## src/rtl/prom_dump_pkg.sv

```systemverilog
// Shared types and sizing for the 32x2 PROM dump block.
package prom_dump_pkg;

    typedef enum logic [1:0] {
        IDLE = 2'd0,
        WAIT = 2'd1,
        EMIT = 2'd2,
        DONE = 2'd3
    } state_t;

    localparam int NUM_WORDS      = 32;
    localparam int WORDS_PER_BYTE = 4;
    localparam int NUM_BYTES      = 8;
    localparam int ADDR_W         = $clog2(NUM_WORDS);

endpackage

```

## src/rtl/prom_dump_if.sv

```systemverilog
// Control, PROM and byte-stream signals of prom_dump, grouped as one bundle.
interface prom_dump_if;
    import prom_dump_pkg::*;

    logic              start;
    logic              busy;
    logic              done;
    logic              prom_ce_n;
    logic [ADDR_W-1:0] prom_a;
    logic [1:0]        prom_d;
    logic [7:0]        byte_data;
    logic              byte_valid;
    logic              byte_ready;
    logic [7:0]        checksum;

    modport master (
        input  start, prom_d, byte_ready,
        output busy, done, prom_ce_n, prom_a, byte_data, byte_valid, checksum
    );

    modport slave (
        output start, prom_d, byte_ready,
        input  busy, done, prom_ce_n, prom_a, byte_data, byte_valid, checksum
    );

endinterface

```

## src/rtl/prom_dump_pack.sv

```systemverilog
// Packs successive 2-bit PROM words into a byte, first word ending up in bits [1:0].
module prom_dump_pack (
    input  logic       clk,
    input  logic       rst_n,
    input  logic       clr,
    input  logic       load,
    input  logic [1:0] din,
    output logic [7:0] dout
);

    logic [7:0] sr;

    always_ff @(posedge clk or negedge rst_n) begin
        if (!rst_n) begin
            sr <= '0;
        end else if (clr) begin
            sr <= '0;
        end else if (load) begin
            sr <= {din, sr[7:2]};
        end
    end

    assign dout = sr;

endmodule

```

## src/rtl/prom_dump.sv

```systemverilog
// Scans a 32x2 PROM word by word and streams its contents as 8 packed bytes plus a checksum.
module prom_dump
    import prom_dump_pkg::*;
#(
    parameter int ACCESS_CYCLES = 3
) (
    input  logic        clk,
    input  logic        rst_n,
    prom_dump_if.master bus
);

    localparam logic [3:0] ACC_LAST   = 4'(ACCESS_CYCLES - 1);
    localparam logic [5:0] WORD_LAST  = 6'(NUM_WORDS - 1);
    localparam logic [5:0] WORD_END   = 6'(NUM_WORDS);
    localparam logic [1:0] BYTE_LAST  = 2'(WORDS_PER_BYTE - 1);

    state_t            state;
    logic [5:0]        word_cnt;   // one bit wider than the address so 31 never wraps to 0 mid-scan
    logic [3:0]        acc_cnt;
    logic              ce_n_q;
    logic [ADDR_W-1:0] addr_q;
    logic              busy_q;
    logic              done_q;
    logic              valid_q;
    logic [7:0]        csum_q;
    logic [7:0]        pack_q;
    logic              capture;
    logic              pack_clr;

    assign capture  = (state == WAIT) && (acc_cnt == ACC_LAST);
    assign pack_clr = (state == IDLE) && bus.start;

    prom_dump_pack u_pack (
        .clk   (clk),
        .rst_n (rst_n),
        .clr   (pack_clr),
        .load  (capture),
        .din   (bus.prom_d),
        .dout  (pack_q)
    );

    always_ff @(posedge clk or negedge rst_n) begin
        if (!rst_n) begin
            state    <= IDLE;
            word_cnt <= '0;
            acc_cnt  <= '0;
            ce_n_q   <= 1'b1;
            addr_q   <= '0;
            busy_q   <= 1'b0;
            done_q   <= 1'b0;
            valid_q  <= 1'b0;
            csum_q   <= '0;
        end else begin
            done_q <= 1'b0;
            case (state)
                IDLE: begin
                    ce_n_q  <= 1'b1;
                    addr_q  <= '0;
                    busy_q  <= 1'b0;
                    valid_q <= 1'b0;
                    if (bus.start) begin
                        state    <= WAIT;
                        word_cnt <= '0;
                        acc_cnt  <= '0;
                        csum_q   <= '0;
                        busy_q   <= 1'b1;
                        ce_n_q   <= 1'b0;
                    end
                end
                WAIT: begin
                    if (capture) begin
                        acc_cnt  <= '0;
                        word_cnt <= word_cnt + 6'd1;
                        addr_q   <= (word_cnt == WORD_LAST) ? addr_q : word_cnt[ADDR_W-1:0] + 5'd1;
                        if (word_cnt[1:0] == BYTE_LAST) begin
                            state   <= EMIT;
                            valid_q <= 1'b1;
                        end
                    end else begin
                        acc_cnt <= acc_cnt + 4'd1;
                    end
                end
                EMIT: begin
                    // Everything stays frozen until the consumer takes the byte.
                    if (bus.byte_ready) begin
                        valid_q <= 1'b0;
                        csum_q  <= csum_q + pack_q;
                        if (word_cnt == WORD_END) begin
                            state  <= DONE;
                            done_q <= 1'b1;
                            busy_q <= 1'b0;
                            ce_n_q <= 1'b1;
                            addr_q <= '0;
                        end else begin
                            state <= WAIT;
                        end
                    end
                end
                DONE: begin
                    state    <= IDLE;
                    word_cnt <= '0;
                end
                default: begin
                    state    <= IDLE;
                    word_cnt <= '0;
                    acc_cnt  <= '0;
                    ce_n_q   <= 1'b1;
                    addr_q   <= '0;
                    busy_q   <= 1'b0;
                    valid_q  <= 1'b0;
                end
            endcase
        end
    end

    assign bus.busy       = busy_q;
    assign bus.done       = done_q;
    assign bus.prom_ce_n  = ce_n_q;
    assign bus.prom_a     = addr_q;
    assign bus.byte_data  = pack_q;
    assign bus.byte_valid = valid_q;
    assign bus.checksum   = csum_q;

endmodule

```

## src/flat_wrapper.sv

```systemverilog
// flat-port wrapper written by rule: the top's interface ports become plain ports
module prom_dump_flat import prom_dump_pkg::*;
#(
    parameter int ACCESS_CYCLES = 3
)
  (clk, rst_n, bus_start, bus_prom_d, bus_byte_ready, bus_busy, bus_done, bus_prom_ce_n, bus_prom_a, bus_byte_data, bus_byte_valid, bus_checksum);
  prom_dump_if bus_i ();
  input  logic clk;
  input  logic rst_n;
  input wire logic [$bits(bus_i.start)-1:0] bus_start;
  input wire logic [$bits(bus_i.prom_d)-1:0] bus_prom_d;
  input wire logic [$bits(bus_i.byte_ready)-1:0] bus_byte_ready;
  output wire logic [$bits(bus_i.busy)-1:0] bus_busy;
  output wire logic [$bits(bus_i.done)-1:0] bus_done;
  output wire logic [$bits(bus_i.prom_ce_n)-1:0] bus_prom_ce_n;
  output wire logic [$bits(bus_i.prom_a)-1:0] bus_prom_a;
  output wire logic [$bits(bus_i.byte_data)-1:0] bus_byte_data;
  output wire logic [$bits(bus_i.byte_valid)-1:0] bus_byte_valid;
  output wire logic [$bits(bus_i.checksum)-1:0] bus_checksum;
  assign bus_i.start = bus_start;
  assign bus_i.prom_d = bus_prom_d;
  assign bus_i.byte_ready = bus_byte_ready;
  assign bus_busy = bus_i.busy;
  assign bus_done = bus_i.done;
  assign bus_prom_ce_n = bus_i.prom_ce_n;
  assign bus_prom_a = bus_i.prom_a;
  assign bus_byte_data = bus_i.byte_data;
  assign bus_byte_valid = bus_i.byte_valid;
  assign bus_checksum = bus_i.checksum;
  prom_dump #(.ACCESS_CYCLES(ACCESS_CYCLES)) u_core (.clk(clk), .rst_n(rst_n), .bus(bus_i));
endmodule
```

## config.mk

```make
export PLATFORM = sky130hd
export DESIGN_NAME = prom_dump_flat
export DESIGN_NICKNAME = d
export VERILOG_FILES = /design/src/rtl/prom_dump_pkg.sv /design/src/rtl/prom_dump_if.sv /design/src/rtl/prom_dump_pack.sv /design/src/rtl/prom_dump.sv /design/src/flat_wrapper.sv
export SDC_FILE = /design/constraint.sdc
export NUM_CORES = 1
export LEC_CHECK = 0
export CORE_AREA = 2 2 65 67
export DETAILED_ROUTE_END_ITERATION = 10
export DIE_AREA = 0 0 67 69
export PLACE_DENSITY = 0.85
export SYNTH_ARGS = -nofsm -noshare
export SYNTH_HDL_FRONTEND = slang
export SYNTH_SLANG_ARGS = --single-unit
```

## constraint.sdc

```tcl
create_clock -name clk -period 4.2 [get_ports clk]
set_input_delay 0.63 -clock clk [delete_from_list [all_inputs] [get_ports clk]]
set_output_delay 0.63 -clock clk [all_outputs]
set_load 0.005 [all_outputs]
```

==> run metrics <==
endpoints failing hold=0; largest fanout on the critical path=17; pwr/cell area=550.8 mW/mm²; net count after synthesis=224; vias in the first global route=1576; CTS sink cnt=37; Logic pwr share=39.2%; sequential power share=42.0%; clk_lat worst skew=290 ps; ant diodes=0; P_sw=0.5015 mW; total negative slack=0 ps; min Tclk post-route=2101 ps; Final nets=253; Peak VDD IR=341.4 µV; Post-synth EDFFs=0; first-pass iteration count of the detailed router=4; Max-Cap Viols=0; GR Overflow Total=0; Hold Crit Depth=1; DR DRC count=0; core box area=0.003914 mm²; final setup margin=2099 ps; final max-slew violation count=0; Yosys cell types=45; Startpoint Class=flip-flop; final core utilization=63.46%; routed vias=1585; Area Growth Syn to Fin=19.65%; Worst-Margin Slew=639.8 ps; Root Buffer=clkbuf_8; period utilization=50.03%; CP arrival=2270 ps; Fin Clk Skew=4.958 ps; upper clock frequency limit=0.4759 GHz; Die Area=0.004623 mm²; Die X=67 µm; initial antenna violation count=0; fraction of registers with async set/reset=100.0%; Top FF cell, synth=dfrtp_1; Die H=69 µm; post-CTS sizing=0; GPL Wtd Cong=0.8309; status=finished, final reports clean; CTS H-tree depth=2; Port Buf Inserts=30; Top Ports=31; Clock Tree Buf Depth=2; Num CTS Buffers=5; largest net degree at the start of global routing=38; CP Capture Type=flip-flop; HPWL Detailed=3038 µm; Hold Buf Count CTS=0; cell-internal power=0.8666 mW; global-route wire length before repair=7300 µm; CTS clock-pin slew for the worst setup and hold paths=70 ps; Mean Syn Cell Area=10.08 µm²; starting density of the core=53.04%; instance count of the mapped netlist=206; Via density=5.542; Setup Fix Bufs, Post-CTS=0; initial DRC count=45; post-synthesis sequential area ratio=44.67%; worst r2r path cells=4; Rows=23; P_leak=1.106 nW; dpl cell area=0.002394 mm²; cell area after layout=0.002484 mm²; post-synthesis sequential element count=37; worst path required time=4370 ps; Clk network pwr share=18.7%; wire per inst=14.81 µm; synthesized area=0.002076 mm²; share of cells above drive strength 1=9.322%; clock tree from TritonCTS=built; pre-CTS setup slack=1939 ps; Crit Path Class=flip-flop to flip-flop; Final Routed Wirelength=4237 µm; remaining antenna violation count=0; Synth warnings=0; Switching Fraction=36.66%; global-route usage over all layers=21.02%; Finish-stage setup viols=0; RSZ-0062 raised after global routing=false; relative slew slack=57.35%; Hold WC Path Type=flip-flop to flip-flop
==> path summary, 6_finish.rpt <==
check	from	slack, ps	endpoint
setup / recovery	u_core.state[0]	2100	u_core.u_pack.dout[7]
hold / removal	u_core.bus.prom_a[3]	490	u_core.bus.prom_a[3]
setup reg to reg	u_core.state[0]	2100	u_core.u_pack.dout[7]
hold reg to reg	u_core.bus.prom_a[3]	490	u_core.bus.prom_a[3]
max in group asynchronous	rst_n	3110	u_core.bus.prom_ce_n
min in group asynchronous	rst_n	750	u_core.u_pack.dout[6]
==> cells by family after synthesis <==
kind of cell | Yosys count | synth area share [%]
simple gates | 69 | 18.14
compound gates | 49 | 15.97
flops | 37 | 44.67
buf+inv | 18 | 4.159
xor+xnor | 14 | 5.907
fa+ha+maj | 12 | 7.595
mux | 7 | 3.556
==> cell type report <==
class / instances / area [µm²]
clock buffers: 8 / 90.09
flip-flops and latches: 37 / 927.1
multi-input cells: 151 / 1062
repair buffers: 31 / 307.8
well taps: 50 / 62.56
fillers: 332 / 1430
inverters: 9 / 33.78
==> registers in the layout, indices dropped and copies added (netlist names) <==
register / count
u_core.word_cnt: 6
u_core.acc_cnt: 4
u_core.bus.checksum: 8
u_core.state: 2
u_core.bus.prom_ce_n: 1
u_core.u_pack.dout: 8
u_core.bus.prom_a: 5
u_core.bus.busy: 1
u_core.bus.byte_valid: 1
u_core.bus.done: 1
==> cell usage after synthesis (all sizes together), types with 3 or more instances <==
| library cell | number | share of area [%] |
|---|---|---|
| buf | 7 | 2.2 |
| xor2 | 6 | 2.5 |
| inv | 9 | 1.6 |
| ha | 11 | 6.6 |
| mux2i | 4 | 1.9 |
| o21ai | 21 | 5.1 |
| nand3 | 9 | 2.4 |
| mux2 | 3 | 1.6 |
| o22ai | 3 | 0.90 |
| nand2 | 27 | 4.9 |
| nor2 | 17 | 3.7 |
| xnor2 | 8 | 3.4 |
| a22o | 6 | 2.5 |
| a21oi | 9 | 2.7 |
| nand2b | 4 | 1.2 |
| dfrtp | 36 | 43 |
==> power groups by stage <==
| stage | Combinational, mW | Sequential, mW | Clock [mW] |
|---|---|---|---|
| floorplan | 0.360 | 0.546 | 0 |
| global placement | 0.521 | 0.579 | 0 |
| detailed placement | 0.536 | 0.582 | 0 |
| CTS | 0.539 | 0.576 | 0.263 |
| global route | 0.604 | 0.594 | 0.271 |
| finish | 0.537 | 0.575 | 0.256 |
==> per-layer routing <==
metal	wire length, µm	vias to the layer above	track usage (%)
met2	1930	44	29.92
met4	99	0	10.43
met1	1958	763	29.30
met3	248	9	5.710
met5	0	-	0
li1	-	769	-
==> through the flow <==
| step | hold slack, ps | instances | power (mW) |
|---|---|---|---|
| floorplan | 334.4 | 206 | 0.9066 |
| global placement | 469.5 | 278 | 1.100 |
| detailed placement | 473.7 | 278 | 1.118 |
| CTS | 489.0 | 286 | 1.378 |
| global route | 517.1 | 286 | 1.469 |
| finish | 485.7 | 286 | 1.368 |
==> worst max-delay path: stages (launching register included) <==
cell	delay, ps
dfrtp_1	690
nand2b_1	490
nor2_4	450
mux2i_1	270
nor2_1	60
==> layout by cell type, fill, tap and decap left out, drive strengths merged, types with 6 or more instances in the layout <==
cell,instances
dfrtp,36
clkdlybuf4s50,30
nand2,27
o21ai,21
nor2,17
ha,11
inv,9
a21oi,9
nand3,9
xnor2,8
clkbuf,8
xor2,6
a22o,6
(Power assumes the default switching activity.)
